--- src/rtl/alu_rr_scheduler.sv ---
`default_nettype none
// ============================================================================
// Module   : alu_rr_scheduler
// Brief    : Round-robin arbiter that shares one 4-bit ALU between NUM_REQ
//            requesters, one operation in flight, with a valid/ready response
//            carrying the result and the served requester's ID.
// Revision : 1.0 - initial release
// ============================================================================
module alu_rr_scheduler #(
    parameter int NUM_REQ = 4,
    parameter int ID_W    = $clog2(NUM_REQ)
) (
    input  logic                 clk,
    input  logic                 rst_n,
    input  logic [NUM_REQ-1:0]   req_valid,
    output logic [NUM_REQ-1:0]   req_ready,
    input  logic [4*NUM_REQ-1:0] req_a,
    input  logic [4*NUM_REQ-1:0] req_b,
    input  logic [3*NUM_REQ-1:0] req_sel,
    output logic [3:0]           alu_a,
    output logic [3:0]           alu_b,
    output logic [2:0]           alu_sel,
    input  logic [3:0]           alu_out,
    output logic                 rsp_valid,
    input  logic                 rsp_ready,
    output logic [3:0]           rsp_data,
    output logic [ID_W-1:0]      rsp_id,
    output logic                 rsp_err,
    output logic                 busy
);

    localparam logic [1:0] c_IDLE = 2'd0;
    localparam logic [1:0] c_EXEC = 2'd1;
    localparam logic [1:0] c_RESP = 2'd2;

    logic [1:0]         r_state;
    logic [1:0]         w_next_state;
    logic [ID_W-1:0]    r_rr_ptr;
    logic [3:0]         r_op_a;
    logic [3:0]         r_op_b;
    logic [2:0]         r_op_sel;
    logic [ID_W-1:0]    r_op_id;
    logic [3:0]         r_rsp_data;
    logic [ID_W-1:0]    r_rsp_id;
    logic               r_rsp_err;
    logic               w_found;
    logic [ID_W-1:0]    w_winner;
    logic [NUM_REQ-1:0] w_req_ready;

    logic [3:0] w_a   [NUM_REQ];
    logic [3:0] w_b   [NUM_REQ];
    logic [2:0] w_sel [NUM_REQ];

    // Index arithmetic modulo NUM_REQ (NUM_REQ need not be a power of two)
    function automatic logic [ID_W-1:0] wrap_idx(input logic [ID_W-1:0] base, input int off);
        int s;
        s = int'(base) + off;
        if (s >= NUM_REQ) s = s - NUM_REQ;
        return ID_W'(s);
    endfunction

    generate
        for (genvar g = 0; g < NUM_REQ; g++) begin : g_unpack
            assign w_a[g]   = req_a[4*g +: 4];
            assign w_b[g]   = req_b[4*g +: 4];
            assign w_sel[g] = req_sel[3*g +: 3];
        end
    endgenerate

    // Winner search: first valid index at or after rr_ptr, wrapping upward
    always_comb begin
        w_found  = 1'b0;
        w_winner = r_rr_ptr;
        for (int k = 0; k < NUM_REQ; k++) begin
            if (!w_found && req_valid[wrap_idx(r_rr_ptr, k)]) begin
                w_found  = 1'b1;
                w_winner = wrap_idx(r_rr_ptr, k);
            end
        end
    end

    // State register
    always_ff @(posedge clk) begin
        if (!rst_n) r_state <= c_IDLE;
        else        r_state <= w_next_state;
    end

    // Next-state logic: IDLE -> EXEC -> RESP -> IDLE
    always_comb begin
        w_next_state = r_state;
        case (r_state)
            c_IDLE:  if (w_found)   w_next_state = c_EXEC;
            c_EXEC:                 w_next_state = c_RESP;
            c_RESP:  if (rsp_ready) w_next_state = c_IDLE;
            default:                w_next_state = c_IDLE;
        endcase
    end

    // Outputs decoded from state; the grant is a combinational one-hot in IDLE
    always_comb begin
        w_req_ready = '0;
        if (r_state == c_IDLE && w_found) w_req_ready[w_winner] = 1'b1;
        req_ready = w_req_ready;
        rsp_valid = (r_state == c_RESP);
        busy      = (r_state != c_IDLE);
    end

    // Operand capture on grant, result capture in EXEC, pointer advance on response
    always_ff @(posedge clk) begin
        if (!rst_n) begin
            r_rr_ptr   <= '0;
            r_op_a     <= '0;
            r_op_b     <= '0;
            r_op_sel   <= '0;
            r_op_id    <= '0;
            r_rsp_data <= '0;
            r_rsp_id   <= '0;
            r_rsp_err  <= 1'b0;
        end else begin
            case (r_state)
                c_IDLE: begin
                    if (w_found) begin
                        r_op_a   <= w_a[w_winner];
                        r_op_b   <= w_b[w_winner];
                        r_op_sel <= w_sel[w_winner];
                        r_op_id  <= w_winner;
                    end
                end
                c_EXEC: begin
                    r_rsp_data <= alu_out;
                    r_rsp_id   <= r_op_id;
                    r_rsp_err  <= (r_op_sel > 3'd4);
                end
                c_RESP: begin
                    // Pointer moves only once the response is consumed
                    if (rsp_ready) r_rr_ptr <= wrap_idx(r_op_id, 1);
                end
                default: ;
            endcase
        end
    end

    // Operand registers feed the ALU directly, so it sees no toggling while idle
    assign alu_a    = r_op_a;
    assign alu_b    = r_op_b;
    assign alu_sel  = r_op_sel;
    assign rsp_data = r_rsp_data;
    assign rsp_id   = r_rsp_id;
    assign rsp_err  = r_rsp_err;

endmodule
`default_nettype wire
--- config.mk ---
export PLATFORM = sky130hd
export DESIGN_NAME = alu_rr_scheduler
export DESIGN_NICKNAME = d
export VERILOG_FILES = /design/src/rtl/alu_rr_scheduler.sv
export SDC_FILE = /design/constraint.sdc
export NUM_CORES = 1
export LEC_CHECK = 0
export CELL_PAD_IN_SITES_DETAIL_PLACEMENT = 1
export CELL_PAD_IN_SITES_GLOBAL_PLACEMENT = 2
export CORE_MARGIN = 2
export CORE_UTILIZATION = 18
export DETAILED_ROUTE_END_ITERATION = 12
export PLACE_DENSITY = 0.78
export SETUP_SLACK_MARGIN = 0.1
export SYNTH_ARGS = -nofsm -noshare
export SYNTH_HDL_FRONTEND = slang
export SYNTH_SLANG_ARGS = --single-unit
--- constraint.sdc ---
create_clock -name clk -period 1.7 [get_ports clk]
set_input_delay 0.17 -clock clk [delete_from_list [all_inputs] [get_ports clk]]
set_output_delay 0.17 -clock clk [all_outputs]
set_load 0.01 [all_outputs]
==> results.txt, run 1 <==
The flow ran to the end, but the final reports show violations. The final reports fail on negative setup slack. In the routed design, unresolved DRC markers number 0. Measured along the x axis, the die boundary spans 89.2 µm. From synthesis to final layout, the design area changed by 92.0%. Setup repair after global routing could not meet its margin everywhere. The run gives 18.3% as the effective utilization at floorplan.

After routing the design area is 2510 µm². Number of antenna violations at the first check in global routing: 0. STA classifies the critical path startpoint as a flop. The first global-routing pass estimated 7510 µm of wire. Clock tree synthesis selected as its root buffer the cell clkbuf_8. Counting flops with an async set or reset pin after synthesis yields a share of 0%. The tools report the number of failing hold endpoints at the final stage as 0. In this run, the number of DRC markers left after iteration 0 of detailed routing was 36.

The biggest area contributor in the post-synthesis netlist is dfxtp_1. The ratio of cells with drive above 1 in the final layout works out to 25.4%. The worst hold margin came out at 0.446 ns. TritonCTS built the clock tree. The setup slack after layout is -0.117 ns, and the post-CTS clock slew at the launch and capture registers of the worst setup and hold paths is 0.09 ns. Timing analysis after detailed placement gives a worst setup slack of -0.721 ns. The worst voltage drop across the vdd grid was 0.000266 V.

Setup violations remaining at the end of the flow were counted as 15. For this design the static power due to leakage is 0.954 nW. The most common cell in the synthesized netlist is dfxtp_1.

For the cell area after placement, the log shows 2340 µm². The average instance in the mapped netlist occupies 8.83 µm². The run gives 1584 as the via count of the first global-routing pass. Clock latency on the worst-skew pair, taken at its later pin, is 0.26 ns. The final number of max-transition violations came out at 0. The largest individual stage delay along the critical path comes from the cell dfxtp_4. Summed over its instances, the top area cell type makes up 36.7% of the synthesized netlist area. The wire length after detailed routing is 4830 µm. The number of sinks driven by the clock tree came out at 24. Ranked by total cell area, the synthesized netlist is headed by dfxtp_1, a221o_1, mux2_4. The logs give 31 for the row count and 0.00300 ns for the worst setup skew after layout.

For the final routed database, the setup TNS stands at -0.992 ns. The worst path in the final design needs a cycle of 1.82 ns, including I/O delays and setup. The TritonCTS buffer count came out at 3. STA classifies the critical path endpoint as an output port. The commonest cells after synthesis are dfxtp_1, nand2_1.

Depth of the CTS H-tree: 1. The critical path is of the reg2out type. The congestion estimate from routability-driven global placement came to 0.858.

The number of hold-repair buffers added at the cts stage is 0, and the fraction of the cycle the final worst path needs is 107%. The antenna cell count came out at 0. After synthesis, the netlist uses 30 different library cells.

In this run the vertical extent of the chip is 89.2 µm. The count of buffers added on input and output ports is 78. The die footprint came out at 7960 µm². For this run, the leading register cell type out of synthesis is dfxtp_1. Vias after detailed routing: 1471. The critical path goes through or3_4, o2111ai_4, and2_1, nor2_1, dlygate4sd2_1.

The largest stage delay on the critical path was 0.37 ns; the layout filler cell count was 857. In this design, the largest share of critical-path delay is due to simple AND/OR/NAND/NOR gates. The pin count of the biggest net entering global routing was 16; the count of buffering cells on the critical path with inverters included was 1. For the number of warning messages in the yosys log, the log shows 0.

Synthesis handed over a netlist of 148 instances. Using the TritonRoute via totals, the vias-per-cell ratio works out to 4.29. The remaining antenna violation count after routing is 0. Counting flops with a built-in enable in the synthesized netlist gives 0. The total I/O pin count was 79; the transition time at the pin with the least slew margin was 0.476 ns. The number of nets in the layout was 300. The arrival time of the worst setup path is 1.65 ns, and the share of synthesized area occupied by flip-flops and latches is 36.7%. Of all nets on the critical path, the largest fanout is 5. Before antenna repair, the detailed router went through 2 iterations. For the area of the core, the log shows 7140 µm². The tools report the total routing usage reported by global routing as 12.1%. Once layout is complete, the utilization of the core stands at 35.2%. The global route total overflow was 0.

The tightest min-delay check is of the in2reg type. For this design the ratio of total power to cell area is 687 nW/µm². Max-cap violations in this run came to 0.

In the final routed layout, each cell accounts on average for 14.1 µm. The logs give 2 for the buffer levels on the longest clock path and 1.53 ns for the required time at the endpoint of the critical path. After synthesis the netlist holds a flip-flop and latch count of 24. The worst slew margin relative to its limit is 68.0%, and the total nets after synthesis is 203. Based on the critical path, the design can be clocked at up to 550 MHz. The half-perimeter wire length of the detailed placement result was 3740 µm; the mapped cell area was 1310 µm².
## per-layer routing
metal | track usage, % | wire length, µm | up-vias
met4 | 3.66 | 40 | 0
met2 | 21.2 | 2510 | 30
met5 | 0 | 0 | -
met1 | 15.3 | 2060 | 706
met3 | 1.94 | 219 | 2
li1 | - | - | 733
## through the flow
step	total power [mW]	cells
after floorplan	0.933	148
after global placement	1.30	336
after detailed placement	1.31	336
after CTS	1.75	342
after global routing	1.83	343
final	1.72	343
## final timing paths
| path | startpoint | endpoint | slack [ns] | depth (start not counted) |
|---|---|---|---|---|
| worst max-delay path | r_rr_ptr[1] | req_ready[3] | -0.12 | 5 |
| worst min-delay path | alu_out[0] | rsp_data[0] | 0.45 | 3 |
| worst max register to register | r_rr_ptr[1] | alu_sel[2] | -0.11 | 6 |
| worst min register to register | rsp_err | rsp_err | 0.45 | 2 |
## timing repair
action                                 in CTS  in global routing
pin swaps                                   3                  1
resized for setup                          38                  9
endpoints found under the hold margin       0                  0
buffers inserted                            2                  1
cloned                                      0                  0
setup endpoints to repair                  17                 15
## power breakdown
group	internal, mW	switching (mW)
Clock	0.207	0.182
Sequential	0.622	0.0387
Combinational	0.408	0.266
## cells in the final DEF, fill, tap and decap left out, types with 2 or more instances in the layout
cell type         n
dfxtp_2           2
nand2_2           2
buf_2             3
a21oi_1          10
dfxtp_1          21
mux2_4            7
o2bb2ai_1        11
nand2_1          17
mux2_2            4
inv_1             2
clkdlybuf4s50_1  68
clkbuf_8          4
nor2_4            2
buf_4            19
nor2_2            2
nor2b_1           4
nand2b_1          3
dlygate4sd2_1     7
and2_1            2
a221o_1          11
nor2_1            7
buf_6             3
nand3_1          11
a211oi_1          2
## layout make-up
type / instances / area, µm² / share of cell area [%]
clock buffer: 4 / 55.1 / 2.19
inverter: 2 / 7.51 / 0.299
multi-input combinational: 112 / 868 / 34.6
sequential: 24 / 487 / 19.4
tap: 99 / 124 / 4.94
timing repair buffer: 102 / 968 / 38.6
## cells by family after synthesis
group	after synthesis	share of synthesized area, %
simple gates	60	22.2
compound gates	40	24.8
flops	24	36.7
buf+inv	12	4.11
mux	11	11.5
xor+xnor	1	0.670
## worst reg2reg max path, stage by stage, from the launching register on
cell and delay (ns):
dfxtp_4 0.37, or3_4 0.34, o2111ai_4 0.10, nand2_4 0.11
buf_8 0.17, mux2_2 0.29, a221o_1 0.32
## flip-flops by register name, indices dropped and copies added, names as in the netlist
| register | count |
|---|---|
| rsp_id | 2 |
| rsp_data | 4 |
| alu_a | 4 |
| rsp_err | 1 |
| r_op_id | 2 |
| r_state | 2 |
| alu_b | 4 |
| alu_sel | 3 |
| r_rr_ptr | 2 |
(Power assumes the default switching activity.)
==> inputs of run 2 (changes only) <==
--- a/config.mk
+++ b/config.mk
@@ -5,6 +5,7 @@
 export SDC_FILE = /design/constraint.sdc
 export NUM_CORES = 1
 export LEC_CHECK = 0
+export CAP_MARGIN = 20
 export CELL_PAD_IN_SITES_DETAIL_PLACEMENT = 1
 export CELL_PAD_IN_SITES_GLOBAL_PLACEMENT = 2
 export CORE_MARGIN = 2
==> results of run 2 <==
No change in the layout: final DEF, timing and power equal those of run 1.
==> RTL change 1, RTL diff (settings of run 1) <==
`NUM_REQ`: 4 -> 8. Comments in the files are not updated.
--- a/src/rtl/alu_rr_scheduler.sv
+++ b/src/rtl/alu_rr_scheduler.sv
@@ -7,7 +7,7 @@
 // Revision : 1.0 - initial release
 // ============================================================================
 module alu_rr_scheduler #(
-    parameter int NUM_REQ = 4,
+    parameter int NUM_REQ = 8,
     parameter int ID_W    = $clog2(NUM_REQ)
 ) (
     input  logic                 clk,
Interface: changed (6 resized); port bits go from 79 to 132. No check against the original RTL was run, so the function may have changed too.
==> RTL change 1 against run 1 <==
- the run still ends with negative setup slack left
- design area grew to 2.5 times the old value
- wire length grew to 2.8 times the old value
- synthesized cell count grew 120%
- sequential cell count grew 3
- power grew 130%
- worst setup slack lost 2000 ps
- final cell count grew 130%
- synthesized area grew 140%
- critical endpoint is now req_ready[4]
- largest cell class is now multi-input gates
- highest routed layer unchanged
==> RTL change 1: results (changes against run 1) <==
Place
The post-place instance area is 0.00532 mm2 (was 0.00234 mm2). The placed wire-length estimate is 10,200 um (was 3740 um). The placer congestion estimate is 0.830 (was 0.858).

Pwr
The part of the power in combinational logic was 0.657 (was 0.391). The worst vdd rail ir drop is 0.385 mV (was 0.266 mV). The post-route total power is 3.91 mW (was 1.72 mW).

The internal power is 2.53 mW (was 1.24 mW). The standby leakage power is 2.37 nW (was 0.954 nW). The power attributed to the clock group was 0.588 mW (was 0.389 mW).

Outcome
Status: finished, violations left (unchanged). Failing checks: negative setup slack (unchanged).

STA
The final worst setup slack was -2080 ps (was -117 ps). The worst-case clock skew is 3.23 ps (was 3.00 ps). The worst hold margin is 466 ps (was 446 ps).

The slew at the pin with the worst max-slew slack came to 436 ps (was 476 ps). The count of final setup violators is 23 (was 15).

Cells and area
The ratio of cells with drive above 1 in the final layout is 0.478 (was 0.254). The count of filler cells inserted in the layout is 1,852 (was 857).

Global routing
The pin count of the biggest net entering global routing is 28 (was 16). The total track usage is 0.142 (was 0.121). The via count of the first global-routing pass was 3,879 (was 1,584).

Detailed routing
The total length of routed wires came to 13,700 um (was 4830 um). The detailed-route vias per instance is 4.61 (was 4.29). The number of detailed-routing iterations run before antenna repair was 4 (was 2). The count of routing violations after the opening detailed-route iteration is 79 (was 36).

Synthesis
The number of nets in the synthesized netlist came to 433 (was 203). Most frequent cells after synthesis: 30 x nand2_1, 27 x dfxtp_1, 21 x mux2_2 (was 24 x dfxtp_1, 19 x nand2_1). Main area contributors after synthesis: dfxtp_1 18%, mux2_2 7.7%, mux4_2 7.3% (was dfxtp_1 37%, a221o_1 8.4%, mux2_4 8.0%). The count of different cell masters after synthesis came to 62 (was 30).

Clocking
The clock network latency to the later pin of the worst-skew pair is 280 ps (was 260 ps). The clock transition at the registers of the reported paths is 70 ps (was 90 ps). The clock root buffer is clkbuf_16 (was clkbuf_8).

Critical path
The reg-to-reg critical path endpoint is alu_a[1]$_SDFFE_PN0P_ (was alu_sel[2]$_SDFFE_PN0P_). The data arrival time of the critical path is 3610 ps (was 1650 ps). The top fanout value on the critical path is 7 (was 5). The cell count of the worst reg-to-reg path is 16 (was 6).

Worst hold path
The type of the worst min-delay path is reg -> reg (was in -> reg). The hold path startpoint was rsp_id[2]$_SDFFE_PN0N_ (was alu_out[0]). The end point of the most critical hold path is rsp_id[2]$_SDFFE_PN0N_ (was rsp_data[0]$_SDFFE_PN0N_). The worst hold path depth is 2 (was 3).
[RTL change 1: cell types whose count changed in the layout (fill, tap and decap cells not counted), sizes merged, moves of 11 or more]
cell	delta
a221o	-11
buf	+96
clkdlybuf4s50	+53
mux4	+12
a221oi	+14
a21boi	+12
mux2	+30
a2bb2oi	+12
o21ai	+18
mux2i	+17
[RTL change 1: worst max-delay path: stages (launching register included)]
cell	delay, ps
dfxtp_4	380
inv_6	40
ha_4	330
mux2_4	340
buf_6	130
o2bb2a_4	220
a211o_4	360
buf_6	130
a21oi_4	100
a211oi_2	50
buf_4	160
a211oi_4	330
o21ai_1	140
a21oi_2	190
buf_4	160
nor2b_4	170
buf_6	120
[RTL change 1: per-layer routing]
| metal | up-vias | global-route usage | wire, um |
|---|---|---|---|
| met5 | - | 0 | 0 |
| met4 | 0 | 0.0216 | 225 |
| met2 | 111 | 0.269 | 7250 |
| met1 | 1741 | 0.160 | 5320 |
| met3 | 13 | 0.0398 | 913 |
| li1 | 1707 | - | - |
[RTL change 1: worst max path at each step]
stage / startpoint / end / slack, ps
2_1_floorplan: r_rr_ptr[0]$_SDFFE_PN0P_ / alu_a[0]$_SDFFE_PN0P_ / -2140
3_3_place_gp: req_valid[0] / req_ready[2] / -2230
3_5_place_dp: r_rr_ptr[1]$_SDFFE_PN0P_ / req_ready[4] / -2250
4_1_cts: r_rr_ptr[0]$_SDFFE_PN0P_ / alu_sel[2]$_SDFFE_PN0P_ / -2070
5_1_grt: r_rr_ptr[0]$_SDFFE_PN0P_ / req_ready[6] / -2220
6_report: r_rr_ptr[0]$_SDFFE_PN0P_ / req_ready[4] / -2080
[RTL change 1: metrics by stage]
| stage | instances | setup slack (ps) |
|---|---|---|
| 2_1_floorplan | 327 | -2140 |
| 3_3_place_gp | 731 | -2230 |
| 3_5_place_dp | 731 | -2250 |
| 4_1_cts | 758 | -2070 |
| 5_1_grt | 774 | -2220 |
| 6_report | 774 | -2080 |
[RTL change 1: kinds of logic (layout without fill, tap and decap cells)]
logic type	Yosys count	after routing	synth area share
DFF	27	27	0.176
xor gates and xnor gates	5	5	0.0167
buffers and inverters	29	256	0.0679
adders and majority gates	3	3	0.0122
muxes	70	70	0.300
and+or+nand+nor	88	88	0.153
AOI/OAI and AO/OA	105	105	0.274
[RTL change 1: layout make-up]
type	instances	area, um2	share of cell area
sequential	27	546	0.0867
multi-input combinational	271	2960	0.471
inverter	4	20.0	0.00318
clock inverter	1	7.51	0.00119
tap	220	275	0.0438
timing repair buffer	248	2410	0.383
clock buffer	3	75.1	0.0119
[RTL change 1: what timing repair did]
item,in CTS,in global routing
endpoints found under the setup margin,25,23
gates resized for setup,103,44
cloned,0,2
buffers inserted,24,15
pin swaps,29,23
==> RTL change 2, RTL diff (settings of run 1) <==
Made on the original files. Make the reset (`rst_n`) asynchronous in 2 clocked blocks.
--- a/src/rtl/alu_rr_scheduler.sv
+++ b/src/rtl/alu_rr_scheduler.sv
@@ -80,7 +80,7 @@
     end
 
     // State register
-    always_ff @(posedge clk) begin
+    always_ff @(posedge clk or negedge rst_n) begin
         if (!rst_n) r_state <= c_IDLE;
         else        r_state <= w_next_state;
     end
@@ -106,7 +106,7 @@
     end
 
     // Operand capture on grant, result capture in EXEC, pointer advance on response
-    always_ff @(posedge clk) begin
+    always_ff @(posedge clk or negedge rst_n) begin
         if (!rst_n) begin
             r_rr_ptr   <= '0;
             r_op_a     <= '0;
Check against the original RTL: differs if rst_n is asserted again (counterexample within 4 cycles, from zero or initial values and one cycle with rst_n low); with rst_n held inactive, the same outputs for 4 cycles.
==> RTL change 2 against run 1 <==
- the run still ends with negative setup slack left
- via count is 8.1% lower
- synthesized area is 1.5% higher
- sequential cell count stayed put
- synthesized cell count is 17% lower
- wire length is 5.1% lower
- worst setup slack better by 72 ps
- highest routed layer unchanged
- design area is 4.7% higher
- die area is 1.5% higher
Power is not compared: it rests on default switching activity, and its combinational part moved more than twofold at a synthesized area within 25%.
==> RTL change 2: results (changes against run 1) <==
Clocking
At the later pin of the worst-skew pair, clock insertion delay measures 270 ps.

STA
The count of final setup violators is 13 (was 15). The worst hold margin is 255 ps (was 446 ps). The total negative slack for setup checks is -301 ps (was -992 ps). The final worst setup slack is -45.9 ps (was -117 ps). The worst slew margin relative to its limit is 0.753 (was 0.680).

The worst-case clock skew is 3.79 ps (was 3.00 ps).

Critical path
The worst setup path startpoint is r_rr_ptr[1]$_DFFE_PN0P_ (was r_rr_ptr[1]$_SDFFE_PN0P_). The minimum setup slack among reg-to-reg paths is -40 ps (was -110 ps). The cell family contributing the most delay on the critical path is flip-flops (was simple AND/OR/NAND/NOR gates). The reg-to-reg critical path endpoint is alu_sel[0]$_DFFE_PN0P_ (was alu_sel[2]$_SDFFE_PN0P_). The data arrival time of the critical path is 1580 ps (was 1650 ps).

The delay contributed by the slowest stage of the critical path came to 430 ps (was 370 ps). The source of the worst register-to-register timing path is r_rr_ptr[0]$_DFFE_PN0P_ (was r_rr_ptr[1]$_SDFFE_PN0P_). The cell with the biggest individual delay on the critical path is dfrtp_1 (was dfxtp_4). The top fanout value on the critical path is 3 (was 5).

Synthesis
The fraction of synthesized cell area in xor and xnor cells is 0.00660 (was 0.00670). The share of synthesized area occupied by flip-flops and latches was 0.452 (was 0.367). Most frequent cells after synthesis: 24 x dfrtp_1, 22 x mux2i_1, 19 x nand2_1 (was 24 x dfxtp_1, 19 x nand2_1). The async set-or-reset flop fraction in the synthesized netlist came to 1.00 (was 0).

The synthesized-area fraction occupied by ao, oa, aoi and oai cells came to 0.150 (was 0.248). The number of nets in the synthesized netlist is 178 (was 203). Main area contributors after synthesis: dfrtp_1 45%, mux2i_1 17%, o221ai_1 7.9% (was dfxtp_1 37%, a221o_1 8.4%, mux2_4 8.0%). The count of different cell masters after synthesis is 26 (was 30). The primary flip-flop cell chosen by synthesis mapping is dfrtp_1 (was dfxtp_1). The number of standard cells after synthesis came to 123 (was 148). The proportion of synthesized area in mux cells is 0.217 (was 0.115).

Detailed routing
The detailed-route vias per instance is 4.11 (was 4.29). The number of detailed-routing iterations run before antenna repair is 4 (was 2). The count of routing violations after the opening detailed-route iteration is 7 (was 36).

The total length of routed wires is 4590 um (was 4830 um).

Pwr
The post-route total power is 4.12 mW. The share of total power dissipated in sequential elements is 0.246.

Outcome
Status: finished, violations left (unchanged). Failing checks: negative setup slack (unchanged).

Global routing
The first-pass GRT wire length is 7290 um (was 7510 um). The via count of the first global-routing pass is 1,470 (was 1,584). The total track usage came to 0.111 (was 0.121).

Cells and area
The final net count is 286 (was 300). The number of standard cells in the layout, taps in and fillers out came to 329 (was 343). The ratio of cells with drive above 1 in the final layout is 0.296 (was 0.254).

Place
The placer congestion estimate is 0.685 (was 0.858). The placed wire-length estimate is 3410 um (was 3740 um). The number of placed instances, taps included is 315 (was 336).

Worst hold path
The type of the worst min-delay path is in -> async (was in -> reg).
RTL change 2: what timing repair did:
item / 4_1_cts / 5_1_grt
pin swaps: 7 / 7
endpoints found under the setup margin: 17 / 15
resized for setup: 42 / 15
setup buffers: 6 / 2
gates cloned: 1 / 1
RTL change 2: final cells by class:
cell class	instances	area, um2
Fill cell	830	4590
Timing Repair Buffer	109	1060
Multi-Input combinational cell	88	749
Sequential cell	24	601
Tap cell	99	124
Clock buffer	3	41.3
Clock inverter	1	30.0
Inverter	5	18.8
RTL change 2: layer usage:
layer	up-vias	GRT usage	part of all wire
met5	-	0	0
met4	0	0.0346	0.012
met3	5	0.0335	0.070
met2	51	0.185	0.48
met1	640	0.138	0.44
li1	656	-	-
RTL change 2: through the flow:
stage               area [um2]  setup WS (ps)
finish                    2630          -45.9
global route              2630           -143
CTS                       2530          -39.7
detailed placement        2330           -560
global placement          2330           -555
floorplan                 1330            155
